==> config.mk <==
export PLATFORM = sky130hd
export DESIGN_NAME = check_queue
export DESIGN_NICKNAME = d
export VERILOG_FILES = /design/src/rtl/check_queue.sv
export SDC_FILE = /design/constraint.sdc
export NUM_CORES = 1
export LEC_CHECK = 0
export ABC_AREA = 1
export ABC_CLOCK_PERIOD_IN_PS = 13100
export CAP_MARGIN = 0
export CORE_MARGIN = 1.5
export CORE_UTILIZATION = 59
export DETAILED_ROUTE_END_ITERATION = 7
export HOLD_SLACK_MARGIN = 0.06
export MAX_ROUTING_LAYER = met4
export PLACE_DENSITY = 0.85
export SYNTH_ARGS = -nofsm -noshare
export SYNTH_HDL_FRONTEND = slang
export SYNTH_SLANG_ARGS = --single-unit
==> constraint.sdc <==
create_clock -name CLK -period 13.1 [get_ports CLK]
set_input_delay 3.93 -clock CLK [delete_from_list [all_inputs] [get_ports CLK]]
set_output_delay 3.93 -clock CLK [all_outputs]
set_load 0.03 [all_outputs]
==> src/rtl/check_queue.sv <==
// Check stage between decode and scheduler: a DEPTH-entry FIFO with valid/ready on both
// sides that flags the all-ones-immediate unimp encoding and rewrites or passes it on.
module check_queue #(
    parameter int DEPTH      = 4,
    parameter int UNIMP_TRAP = 0,
    parameter int CW         = $clog2(DEPTH + 1)
) (
    input  logic          CLK,
    input  logic          RST,
    input  logic          FLUSH,
    input  logic          STALL,
    input  logic          MEM_WAIT,
    input  logic          DECODE_VALID,
    output logic          DECODE_READY,
    input  logic [31:0]   DECODE_PC,
    input  logic [6:0]    DECODE_OPCODE,
    input  logic [4:0]    DECODE_RD,
    input  logic [4:0]    DECODE_RS1,
    input  logic [4:0]    DECODE_RS2,
    input  logic [2:0]    DECODE_FUNCT3,
    input  logic [6:0]    DECODE_FUNCT7,
    input  logic [31:0]   DECODE_IMM,
    output logic          CHECK_VALID,
    input  logic          CHECK_READY,
    output logic [31:0]   CHECK_PC,
    output logic [6:0]    CHECK_OPCODE,
    output logic [4:0]    CHECK_RD,
    output logic [4:0]    CHECK_RS1,
    output logic [4:0]    CHECK_RS2,
    output logic [2:0]    CHECK_FUNCT3,
    output logic [6:0]    CHECK_FUNCT7,
    output logic [31:0]   CHECK_IMM,
    output logic [11:0]   CHECK_CSR,
    output logic          CHECK_UNIMP,
    output logic [CW-1:0] COUNT
);

    localparam int AW = $clog2(DEPTH);

    typedef struct packed {
        logic [31:0] pc;
        logic [6:0]  opcode;
        logic [4:0]  rd;
        logic [4:0]  rs1;
        logic [4:0]  rs2;
        logic [2:0]  funct3;
        logic [6:0]  funct7;
        logic [31:0] imm;
    } entry_t;

    entry_t          mem_p0 [DEPTH];
    logic [AW-1:0]   wr_ptr_p0;
    logic [AW-1:0]   rd_ptr_p0;
    logic [CW-1:0]   count_p0;

    logic            full;
    logic            empty;
    logic            enq;
    logic            deq;
    entry_t          in_entry;
    entry_t          head;
    entry_t          head_out;
    logic            head_unimp;

    function automatic logic is_unimp(input entry_t e);
        return e.imm == 32'hffff_ffff;
    endfunction

    // Non-trapping mode turns unimp into JAL x0,0 while keeping the PC for diagnostics.
    function automatic entry_t handle_unimp(input entry_t e);
        entry_t r;
        r = e;
        if (is_unimp(e) && (UNIMP_TRAP == 0)) begin
            r        = '0;
            r.pc     = e.pc;
            r.opcode = 7'b1101111;
        end
        return r;
    endfunction

    assign full  = (count_p0 == CW'(DEPTH));
    assign empty = (count_p0 == '0);
    assign enq   = DECODE_VALID & ~full;
    assign deq   = ~empty & CHECK_READY & ~STALL & ~MEM_WAIT;

    always_comb begin
        in_entry        = '0;
        in_entry.pc     = DECODE_PC;
        in_entry.opcode = DECODE_OPCODE;
        in_entry.rd     = DECODE_RD;
        in_entry.rs1    = DECODE_RS1;
        in_entry.rs2    = DECODE_RS2;
        in_entry.funct3 = DECODE_FUNCT3;
        in_entry.funct7 = DECODE_FUNCT7;
        in_entry.imm    = DECODE_IMM;
    end

    // ---- stage p0: storage and control registers ----
    always_ff @(posedge CLK) begin
        if (enq) begin
            mem_p0[wr_ptr_p0] <= in_entry;
        end
    end

    always_ff @(posedge CLK) begin
        if (RST || FLUSH) begin
            wr_ptr_p0 <= '0;
            rd_ptr_p0 <= '0;
            count_p0  <= '0;
        end else begin
            if (enq) begin
                wr_ptr_p0 <= wr_ptr_p0 + AW'(1);
            end
            if (deq) begin
                rd_ptr_p0 <= rd_ptr_p0 + AW'(1);
            end
            if (enq && !deq) begin
                count_p0 <= count_p0 + CW'(1);
            end else if (deq && !enq) begin
                count_p0 <= count_p0 - CW'(1);
            end
        end
    end

    // ---- output: head entry presented combinationally from stored state ----
    assign head = mem_p0[rd_ptr_p0];

    always_comb begin
        head_out   = '0;
        head_unimp = 1'b0;
        if (!empty) begin
            head_out   = handle_unimp(head);
            head_unimp = is_unimp(head);
        end
    end

    assign DECODE_READY = ~full;
    assign CHECK_VALID  = ~empty;
    assign CHECK_PC     = head_out.pc;
    assign CHECK_OPCODE = head_out.opcode;
    assign CHECK_RD     = head_out.rd;
    assign CHECK_RS1    = head_out.rs1;
    assign CHECK_RS2    = head_out.rs2;
    assign CHECK_FUNCT3 = head_out.funct3;
    assign CHECK_FUNCT7 = head_out.funct7;
    assign CHECK_IMM    = head_out.imm;
    assign CHECK_CSR    = head_out.imm[11:0];
    assign CHECK_UNIMP  = head_unimp;
    assign COUNT        = count_p0;

endmodule
==> results by stage, run 1 <==
GRT:
- For this run the aggregate overflow at the end of global routing stands at 0.
- The initial antenna violation count came to 6.
- The first global-routing pass estimated 55110 um of wire.
- The maximum number of pins on one net before global-route repair is 117.
- The total global-route track usage is 25.93%.
- The via count of the first global-routing pass was 10721.

Power:
- IR analysis of the VDD net gives a maximum drop of 0.1292 mV.
- The internal portion of the total power is 2094 uW.
- The portion of total power attributed to the clock network is 36.5%.
- The proportion of power drawn by flip-flops and latches is 52.8%.
- In this run the static leakage power is 0.007343 uW.
- In this run switching power makes up 22.79% of total power.
- For this design the total switching power over the nets is 618.1 uW.
- Of the total power, combinational logic draws 10.7%.
- The ratio of total power to cell area is 139.0 nW/um^2.

Clock network:
- The number of setup buffers added after CTS is 0.
- The number of gates resized after CTS was 0.
- The longest clock path from root to sink contains 3 buffers.
- The count of hold-fix buffers inserted at cts is 0.
- The cell sitting at the root of the clock tree is a clkbuf_16.
- TritonCTS built the clock tree.
- The clock transition at the register clock pins on the worst setup and hold paths after CTS is 0.06 ns.
- Clock latency on the worst-skew pair, taken at its later pin, is 0.51 ns.
- The H-tree was split into 2 levels.
- The tree built by TritonCTS fans out to 393 sinks.
- Clock tree synthesis inserted a total of 38 buffers.

Timing:
- The setup slack after layout is 4.466 ns.
- Setup violations remaining at the end of the flow were counted as 0.
- The highest attainable clock frequency is 115.8 MHz.
- The shortest period the worst path allows is 8.634 ns.
- The clock tree skew after final layout is 0.01583 ns.
- Setup repair after global routing left no endpoint under its margin.
- The final clock period utilization by the worst path is 65.91%.
- The max-slew violation count is 0.
- In this run the tightest slew margin relative to its limit is 20.63%.
- At the pin with the least slew margin, the transition time is 1.191 ns.
- The hold violation total from the final report came to 0.
- The total negative slack for setup checks is 0 ns.

Route:
- The number of remaining DRC errors is 0.
- In the routed layout, each cell is associated on average with a via count of 5.519.
- The detailed-router iteration count before antenna repair is 6.
- For this block, the via count after detailed routing is 10795.
- In this run the remaining antenna-violating nets after routing total 0.
- The final layout contains routed wiring with a total length of 35210 um.
- After the first detailed-routing iteration, the DRC count stood at 1006.
- After detailed routing, the average wire length per cell comes to 18.00 um.

Finish:
- The total number of nets in the final design is 1689.
- The synthesis-to-finish area growth is 21.41%.
- Leaving out fill and tap cells, the most frequent cells in the layout are edfxtp_1, nor2_1, clkdlybuf4s50_1.
- The area of all placed cells without fillers is 19520 sq um.
- The library cell used most frequently in the layout, excluding fill and tap cells, is edfxtp_1.
- The post-route netlist has 4.540% of its cells at a drive strength greater than 1.
- Excluding fillers, the count of instances in the completed layout stands at 1956.

Worst setup path:
- The kind of end point of the critical path is a primary output.
- The path type of the worst setup path is reg2out.
- The worst setup path is launched from a flop.
- The highest fanout seen on the critical path is 63.
- The worst endpoint required time is 9.17 ns.
- STA puts the critical path data arrival time at 4.70 ns.

Place:
- After detailed placement, the design holds a cell count of 1881.
- Before CTS, the worst setup slack after placement is 4.891 ns.
- The global placer's final weighted congestion is 0.8384.
- The post-placement cell area is 18370 sq um.
- The total half-perimeter wirelength after legalization and detailed placement is 20410 um.
- The number of input and output port buffers inserted is 216.

Hold path:
- The class of the tightest hold or removal check is reg2reg.

Logic synthesis:
- Counting flops with a built-in enable in the synthesized netlist gives 384.
- The cell area that synthesis handed to floorplanning was 16070 sq um.
- The largest area contributor in the netlist is edfxtp_1.
- The synthesized netlist contains 28 unique library cells.
- During synthesis, Yosys emitted a total of 0 warnings.
- Yosys attributes the largest share of cell area to edfxtp_1, nor2_1, nand2_1.
- The mean instance size in the synthesized netlist is 11.52 sq um.
- The share of the synthesized area in the top cell type is 71.74%.
- After synthesis the netlist holds a flip-flop and latch count of 393.
- The most instantiated flip-flop cell in the synthesis netlist is edfxtp_1.
- When the netlist entered floorplanning its net count stood at 1504.
- For this run, asynchronously set or reset flops after synthesis account for 0%.
- The sequential cell area fraction in the yosys report is 72.86%.
- In the synthesized netlist, the number of instances is 1395.

Die:
- In this run the core area contains 60 standard-cell rows.
- The initial utilization of the core area, before any placement, comes to 59.81%.
- During I/O placement, the number of pins put on the boundary was 217.
- The floorplan step defined a die boundary enclosing 28240 sq um.
- The chip height is 168.1 um.
- The total core area is 26880 sq um.
- From left edge to right edge, the die measures 168.1 um.

Status:
- The run finished with clean final reports.

Job:
- The number of max-capacitance violations reported is 0.
sequential cells by signal (all words and copies together), names as in the netlist, named ones only:
name	flops
rd_ptr_p0	2
wr_ptr_p0	2
mem_p0	384
COUNT	3
critical path, cell delays in order (launching register included):
cell,delay (ns)
dfxtp_4,0.71
clkinv_2,0.60
buf_4,0.53
nand3_1,0.18
and2_1,0.17
nand2_1,0.06
nor2_1,0.08
nand2_1,0.06
nor2_1,0.13
nand2_1,0.09
nand2_2,0.75
nor2_1,0.17
clkdlybuf4s50_1,0.65
power groups by stage:
stage                     Combinational [uW]  Clock, uW  Sequential [uW]
after global placement                   283          0             1460
after global routing                     311       1060             1430
final                                    290        990             1430
after detailed placement                 290          0             1460
after floorplan                          156          0             1460
after CTS                                291       1000             1430
kinds of logic after synthesis:
family	synth area share [%]
DFF	72.86
buffers and inverters	6.601
AOI/OAI and AO/OA	6.897
adders and majority gates	0.5137
and+or+nand+nor	13.13
metrics by stage:
| stage | total power, uW | hold WS, ns | util (%) |
|---|---|---|---|
| after floorplan | 1619 | 0.4796 | - |
| after global placement | 1740 | 0.5005 | 68.35 |
| after detailed placement | 1748 | 0.5010 | 68.35 |
| after CTS | 2727 | 0.5115 | 72.55 |
| after global routing | 2802 | 0.5470 | 72.61 |
| final | 2713 | 0.5167 | 72.62 |
per-layer routing:
layer / vias to the layer above / wire length, um / track usage, %
li1: 5063 / - / -
met1: 5199 / 13490 / 30.99
met2: 466 / 17710 / 43.50
met3: 67 / 3025 / 6.065
met4: 0 / 986 / 9.278
met5: - / 0 / -
synthesized netlist by cell type (3+ instances only):
master and count:
a21oi_1 36, and2_1 3, buf_2 24, buf_4 15
buf_6 5, clkbuf_1 39, dfxtp_1 9, edfxtp_1 384
ha_1 5, inv_1 161, nand2_1 205, nand3_1 49
nor2_1 268, nor3b_1 4, o21ai_0 141, o22ai_1 32
path summary, 6_finish.rpt:
path,from,end,slack [ns],depth (start not counted)
worst max-delay path,flop,CHECK_IMM[11],4.47,12
worst min-delay path,wr_ptr_p0[0],wr_ptr_p0[0],0.52,2
worst max register to register,COUNT[1],COUNT[2],9.99,11
worst min register to register,wr_ptr_p0[0],wr_ptr_p0[0],0.52,2
final cells by class:
cell class              count  area [sq um]
clock buffers              46          1002
diodes                      7         17.52
flip-flops and latches    393         11720
fillers                  1767          7360
multi-input cells         753          3338
clock inverters            22         126.4
repair buffers            230          2267
inverters                 164         619.3
well taps                 341         426.7
Power figures use the tool's default switching activity.
==> run 2: changes to the inputs <==
- ABC_CLOCK_PERIOD_IN_PS: 13100 -> 8300
- CORE_UTILIZATION: 59 -> 55
- PLACE_DENSITY: 0.85 -> 0.8
- clock period: 13.1 -> 8.3 ns (I/O delays scaled with it)
==> run 2 against run 1 <==
Against the previous run:
- clock-buffer cell count grew 4
- clock power grew 65%
- critical path depth shrank 1
- wire length grew 1.9%
- hold slack gained 0.010 ns
- sequential cell count is the same
- setup slack lost 3.3 ns
- register-to-register slack lost 4.8 ns
- largest cell class unchanged
- highest routed layer unchanged
==> results by stage, run 2 (synthesis gave the netlist of run 1 again) <==
Finish:
- The ratio of cells with drive above 1 in the final layout is 4.661% (+0.12 points).
- Compared with the post-synthesis result, the final layout area differs by 22.11%.
- The most frequent standard cell in the layout excluding fill and tap cells is edfxtp_1.
- The number of flip-flops under the largest register name is 384 (unchanged).
- The total number of nets in the final design is 1691 (+0.12%).
- The area of all placed cells without fillers is 19630 sq um (+0.57%).
- The library cells used most frequently in the layout, excluding fill and tap cells, are edfxtp_1, nor2_1, clkdlybuf4s50_1.
- The number of fill cells in the layout is 2006 (+14%).
- The largest register by flop count is mem_p0.

Place:
- The total half-perimeter wirelength after legalization and detailed placement is 20780 um (+1.8%).
- The post-placement cell area came to 18440 sq um (+0.36%).
- The global placer's final weighted congestion is 0.8462 (+0.93%).
- The number of input and output port buffers inserted is 216 (unchanged).

Timing:
- The total negative slack for setup checks was 0 ns (unchanged).
- The worst path in the final design needs a cycle of 7.178 ns, including I/O delays and setup.
- The transition at the pin with the smallest max-transition slack came to 1.147 ns (-0.04359 ns).
- The hold violation total from the final report came to 0 (unchanged).
- The worst-case headroom to the max-slew limit is 23.54% (+2.9 points).
- The max-slew violation count is 0 (unchanged).
- The final setup violation count came to 0 (unchanged).
- The final clock period utilization by the worst path is 86.49%.
- The highest attainable clock frequency is 139.3 MHz.
- The worst hold margin is 0.5271 ns (+0.01041 ns).
- Setup repair after global routing left no endpoint under its margin.
- The clock tree skew after final layout is 0.01420 ns (-0.001628 ns).

Route:
- The detailed router's first-iteration violation count was 1020 (+1.4%).
- The detail-routed net length per standard cell is 17.95 um (-0.26%).
- The via count normalized by instance count is 5.377 (-2.6%).
- The remaining antenna violation count after routing is 0 (unchanged).
- The total via count in the routed design is 10743 (-0.48%).
- The detailed-router iteration count before antenna repair is 5 (-1).
- The total wirelength of the detailed-routed design was 35870 um (+1.9%).
- The number of remaining DRC errors is 0 (unchanged).

Worst setup path:
- The data arrival at the endpoint of the critical path is 4.69 ns (about the same).
- In this run the critical register-to-register path is captured at COUNT[2].
- The length in cells of the worst reg-to-reg path is 11 (unchanged).
- The highest fanout seen on the critical path is 58 (-7.9%).
- STA classifies the critical path startpoint as a flop.
- The worst endpoint required time is 5.81 ns (-3.36 ns).
- STA classifies the critical path endpoint as a primary output.
- The register-to-register setup slack is 5.18 ns (-4.81 ns).
- The worst register-to-register path begins at COUNT[0].
- The path type of the worst setup path is reg2out.

Die:
- The number of top-level design ports is 217 (unchanged).
- The initial cell density of the core is 56.00% (-3.8 points).
- The total core area was 28700 sq um (+6.8%).
- The width of the die is 174.0 um (+3.5%).
- The chip height is 174.0 um (+3.5%).
- The die outline area is 30260 sq um (+7.1%).
- The cell row count was 62 (+3.3%).

Power:
- The overall power is 4348 uW (+60%).
- The ratio of total power to cell area was 221.5 nW/um^2 (+59%).
- The leakage power is 0.007371 uW (+0.38%).
- The worst ir drop on vdd came to 0.1820 mV (+41%).

Clock network:
- The quantity of gates resized following cts is 0 (unchanged).
- The count of clock tree sinks is 393 (unchanged).
- The number of levels the H-tree was split into is 2 (unchanged).
- The clock root buffer master is clkbuf_16.
- The maximum buffer depth of the clock tree is 3 (unchanged).
- The clock transition at the register clock pins on the worst setup and hold paths after CTS is 0.06 ns (about the same).
- The count of hold-fix buffers inserted at cts is 0 (unchanged).
- The latest clock arrival within the worst-skew pair is 0.53 ns (+0.02 ns).
- The number of setup buffers added after CTS came to 0 (unchanged).
- TritonCTS built the clock tree.
- The number of clock buffers inserted by TritonCTS was 40 (+5.3%).

Hold path:
- The path with the worst hold slack has its endpoint at wr_ptr_p0[0].
- The class of the tightest hold or removal check is reg2reg.
- The worst hold path begins at wr_ptr_p0[0].
- The count of cells along the worst hold path came to 2 (unchanged).

GRT:
- The global route total overflow is 0 (unchanged).
- The initial antenna violation count is 5 (-1).
- The first-pass GRT wire length is 55620 um (+0.93%).
- The via count of the first global-routing pass is 10613 (-1.0%).
- The maximum number of pins on one net before global-route repair is 113 (-3.4%).
- The total global-route track usage is 24.42% (-1.5 points).

Job:
- The number of max-capacitance violations reported is 0 (unchanged).

Status:
- The flow ran to the end, and the final reports show no timing, DRC or antenna violations.
[run 2: cell count changes in the layout (fill, tap and decap cells not counted), moves of 2 or more]
| cell | previous run | this run |
|---|---|---|
| clkinv_1 | 15 | 12 |
| clkbuf_1 | 7 | 9 |
| clkbuf_16 | 39 | 41 |
| diode_2 | 7 | 5 |
[run 2: critical path: stages, from the launching register on]
cell,delay (ns)
dfxtp_4,0.70
clkinv_2,0.80
nand3_1,0.31
and2_1,0.18
nand2_1,0.05
nor2_1,0.10
nand2_1,0.07
nor2_1,0.13
nand2_1,0.10
nand2_2,0.83
nor2_1,0.18
clkdlybuf4s50_1,0.66
[run 2: per-stage QoR]
| stage | std cells | utilization (%) | worst slack (ns) |
|---|---|---|---|
| 5_1_grt | 1998 | 68.38 | 0.8786 |
| 2_1_floorplan | 1395 | - | 1.079 |
| 3_3_place_gp | 1924 | 64.23 | 1.837 |
| 4_1_cts | 1993 | 68.34 | 1.115 |
| 3_5_place_dp | 1924 | 64.23 | 1.704 |
| 6_report | 1998 | 68.38 | 1.122 |
[run 2: per-layer routing]
metal	wire [um]	track usage [%]	vias to the layer above	part of all wire [%]
met5	0	-	-	0
met3	2869	4.724	69	8.0
li1	-	-	5057	-
met2	17290	39.12	492	48
met4	887	8.118	0	2.5
met1	14830	31.65	5125	41
[run 2: worst max path at each step]
stage / start / end / slack, ns / depth (start not counted)
after detailed placement: flop / CHECK_FUNCT7[0] / 1.70 / 11
after floorplan: DECODE_VALID / mem_p0[0][0] / 1.08 / 2
after global placement: flop / CHECK_FUNCT7[2] / 1.84 / 11
after global routing: flop / CHECK_FUNCT7[2] / 0.88 / 11
after CTS: flop / CHECK_FUNCT7[0] / 1.11 / 11
final: flop / CHECK_FUNCT7[2] / 1.12 / 11
[run 2: area by class of cell]
| class | count | area (sq um) | share of cell area, % |
|---|---|---|---|
| Sequential cell | 393 | 11720 | 59.71 |
| Clock inverter | 19 | 118.9 | 0.6056 |
| Timing Repair Buffer | 230 | 2280 | 11.61 |
| Inverter | 164 | 619.3 | 3.155 |
| Multi-Input combinational cell | 753 | 3338 | 17.01 |
| Antenna cell | 5 | 12.51 | 0.06375 |
| Tap cell | 384 | 480.5 | 2.448 |
| Clock buffer | 50 | 1060 | 5.399 |
[run 2: power by group]
| part | leakage (uW) | switching (uW) | internal (uW) | total [uW] |
|---|---|---|---|---|
| logic | 0.00321 | 286 | 172 | 458 |
| clock network | 0.000568 | 695 | 933 | 1630 |
| registers | 0.00360 | 16.0 | 2250 | 2260 |
| total | 0.00737 | 998 | 3350 | 4350 |
==> run 3: changes to the inputs <==
- CAP_MARGIN: 0 -> 20
- REMOVE_ABC_BUFFERS: default -> 1
==> run 3 against run 2 <==
Against the previous run:
- sequential share of layout area down 0.17 points
- critical path depth up 1
- critical endpoint is now CHECK_RS2[3]
- fmax up 4.0%
- setup slack better by 0.27 ns
- largest cell class unchanged
- clock-buffer cell count down 2
==> results by stage, run 3 (synthesis gave the netlist of run 1 again) <==
Route:
- The total via count in the routed design is 10459 (-2.6%).
- The remaining antenna violation count after routing came to 0 (unchanged).
- The detailed router's first-iteration violation count was 870 (-15%).
- The number of remaining DRC errors is 0 (unchanged).
- The detailed-router iteration count before antenna repair is 5 (unchanged).
- The total wirelength of the detailed-routed design is 33900 um (-5.5%).
- The detail-routed net length per standard cell is 16.94 um (-5.6%).
- The via count normalized by instance count is 5.227 (-2.8%).

Die:
- The initial cell density of the core came to 56.00% (unchanged).
- The total core area is 28700 sq um (unchanged).
- The number of top-level design ports is 217 (unchanged).
- The cell row count came to 62 (unchanged).
- The chip height is 174.0 um (unchanged).
- The width of the die was 174.0 um (unchanged).
- The die outline area is 30260 sq um (unchanged).

Power:
- The combinational group share of total power came to 10.3% (-0.2 points).
- The internal power contribution is 3397 uW (+1.4%).
- The leakage power was 0.007410 uW (+0.54%).
- The switching share of power was 22.56% (-0.38 points).
- The portion of total power attributed to the clock network is 38.1% (+0.7 points).
- The proportion of power drawn by flip-flops and latches is 51.5% (-0.5 points).
- The ratio of total power to cell area is 222.9 nW/um^2 (+0.60%).
- The worst ir drop on vdd came to 0.1409 mV (-23%).
- The overall power was 4386 uW (+0.88%).
- The total net switching power was 989.8 uW (-0.79%).

Clock network:
- The clock root buffer master is clkbuf_16.
- The clock transition at the register clock pins on the worst setup and hold paths after CTS is 0.06 ns (about the same).
- The number of levels the H-tree was split into came to 2 (unchanged).
- The quantity of gates resized following cts is 0 (unchanged).
- The count of hold-fix buffers inserted at cts is 0 (unchanged).
- The latest clock arrival within the worst-skew pair was 0.53 ns (about the same).
- The count of clock tree sinks is 393 (unchanged).
- The maximum buffer depth of the clock tree is 3 (unchanged).
- The number of clock buffers inserted by TritonCTS is 39 (-2.5%).
- The CTS tree is done.
- The number of setup buffers added after CTS is 0 (unchanged).

GRT:
- The met1 global-route usage came to 28.55% (-3.1 points).
- The first-pass GRT wire length came to 53120 um (-4.5%).
- The global-route track usage on met2 is 38.90% (-0.22 points).
- The global routing stage identified its most utilized layer as met2.
- The global route total overflow is 0 (unchanged).
- The met3 track demand over resource is 4.659% (-0.066 points).
- The total global-route track usage is 23.18% (-1.2 points).
- The initial antenna violation count is 7 (+2).
- The via count of the first global-routing pass was 10381 (-2.2%).
- The maximum number of pins on one net before global-route repair is 101 (-11%).

Finish:
- The ratio of cells with drive above 1 in the final layout came to 5.031% (+0.37 points).
- The number of fill cells in the layout is 2026 (+1.0%).
- The total number of nets in the final design is 1691 (unchanged).
- The sequential cell area is 11720 sq um (unchanged).
- The end-of-flow core utilization came to 68.57% (+0.19 points).
- The synthesis-to-finish area growth is 22.45%.
- The most frequent standard cell in the layout excluding fill and tap cells is edfxtp_1.
- The multi-input logic area is 3338 sq um (unchanged).
- The library cells used most frequently in the layout, excluding fill and tap cells, are edfxtp_1, nor2_1, clkdlybuf4s50_1.
- The number of flip-flops under the largest register name came to 384 (unchanged).
- The largest register by flop count is mem_p0.

Timing:
- Setup repair after global routing left no endpoint under its margin.
- The hold violation total from the final report was 0 (unchanged).
- The highest attainable clock frequency is 144.8 MHz (+4.0%).
- The shortest period the worst path allows is 6.905 ns (-0.2738 ns).
- The worst hold margin is 0.5229 ns (-0.004182 ns).
- The max-slew violation count is 0 (unchanged).
- The worst-case headroom to the max-slew limit is 29.18% (+5.6 points).
- The clock tree skew after final layout is 0.01098 ns (-0.003220 ns).
- The final clock period utilization by the worst path is 83.19% (-3.3 points).
- The final setup violation count came to 0 (unchanged).
- The transition at the pin with the smallest max-transition slack is 1.062 ns (-0.08460 ns).

Worst setup path:
- The data arrival at the endpoint of the critical path is 4.41 ns (-0.28 ns).
- The worst setup path is captured at a primary output.
- The nature of the critical path startpoint is a flop.
- The critical path in this run is classified as reg2out.
- The worst endpoint required time is 5.81 ns (about the same).
- The highest fanout seen on the critical path is 49 (-16%).

Place:
- The global placer's final weighted congestion came to 0.7432 (-12%).
- The total half-perimeter wirelength after legalization and detailed placement came to 19410 um (-6.6%).
- The number of input and output port buffers inserted is 216 (unchanged).

Job:
- The number of max-capacitance violations reported was 0 (unchanged).

Hold path:
- The worst hold path belongs to the class reg2reg.

Status:
- The run finished with clean final reports.
==> run 3: cell count changes in the layout (fill, tap and decap cells not counted), moves of 2 or more <==
cell | before | now
bufinv_16 | 1 | 3
clkinvlp_4 | 2 | 0
diode_2 | 5 | 7
clkinv_2 | 4 | 9
clkinv_1 | 12 | 8
==> run 3: final timing paths <==
kind                                      to         start  cells after the start  slack (ns)
worst min-delay path            wr_ptr_p0[0]  wr_ptr_p0[0]                      2        0.52
worst max register to register      COUNT[2]      COUNT[1]                     11        5.34
worst min register to register  wr_ptr_p0[0]  wr_ptr_p0[0]                      2        0.52
worst max-delay path            CHECK_RS2[3]          flop                     12        1.40
==> run 3: layout make-up <==
class                      count  share of cell area (%)
tap                          384                   2.441
sequential                   393                   59.54
inverter                     164                   3.147
antenna                        7                 0.08900
timing repair buffer         231                   11.62
clock inverter                21                  0.9662
multi-input combinational    753                   16.96
clock buffer                  48                   5.238
==> run 3: critical path, stage by stage, from the launching register on <==
cell and delay (ns):
dfxtp_4 0.65, clkinv_2 0.79, nand3_1 0.32, and2_1 0.17, nand2_1 0.05, nor2_1 0.12, nand2_1 0.07, nor2_1 0.16
nand2_1 0.11, nand2_2 0.43, buf_12 0.27, nor2_1 0.06, clkdlybuf4s50_1 0.64
==> run 3: per-layer routing <==
| metal | share of wire [%] | vias to the layer above |
|---|---|---|
| li1 | - | 5064 |
| met1 | 41 | 4966 |
| met2 | 49 | 375 |
| met3 | 7.4 | 54 |
| met4 | 2.0 | 0 |
| met5 | 0 | - |
==> run 3: metrics by stage <==
stage	worst slack, ns	TNS [ns]	area (sq um)	cells
6_report	1.395	0	19680	2001
5_1_grt	1.049	0	19680	2001
4_1_cts	1.050	0	19650	1993
3_5_place_dp	1.612	0	18420	1924
3_3_place_gp	1.746	0	18420	1924
2_1_floorplan	-1.201	-69.71	15630	1310
==> run 3: power groups by stage <==
stage / registers, uW / clock network, uW / logic, uW
2_1_floorplan: 2310 / 0 / 228
3_3_place_gp: 2300 / 0 / 443
3_5_place_dp: 2300 / 0 / 451
4_1_cts: 2260 / 1700 / 453
5_1_grt: 2260 / 1780 / 486
6_report: 2260 / 1670 / 452
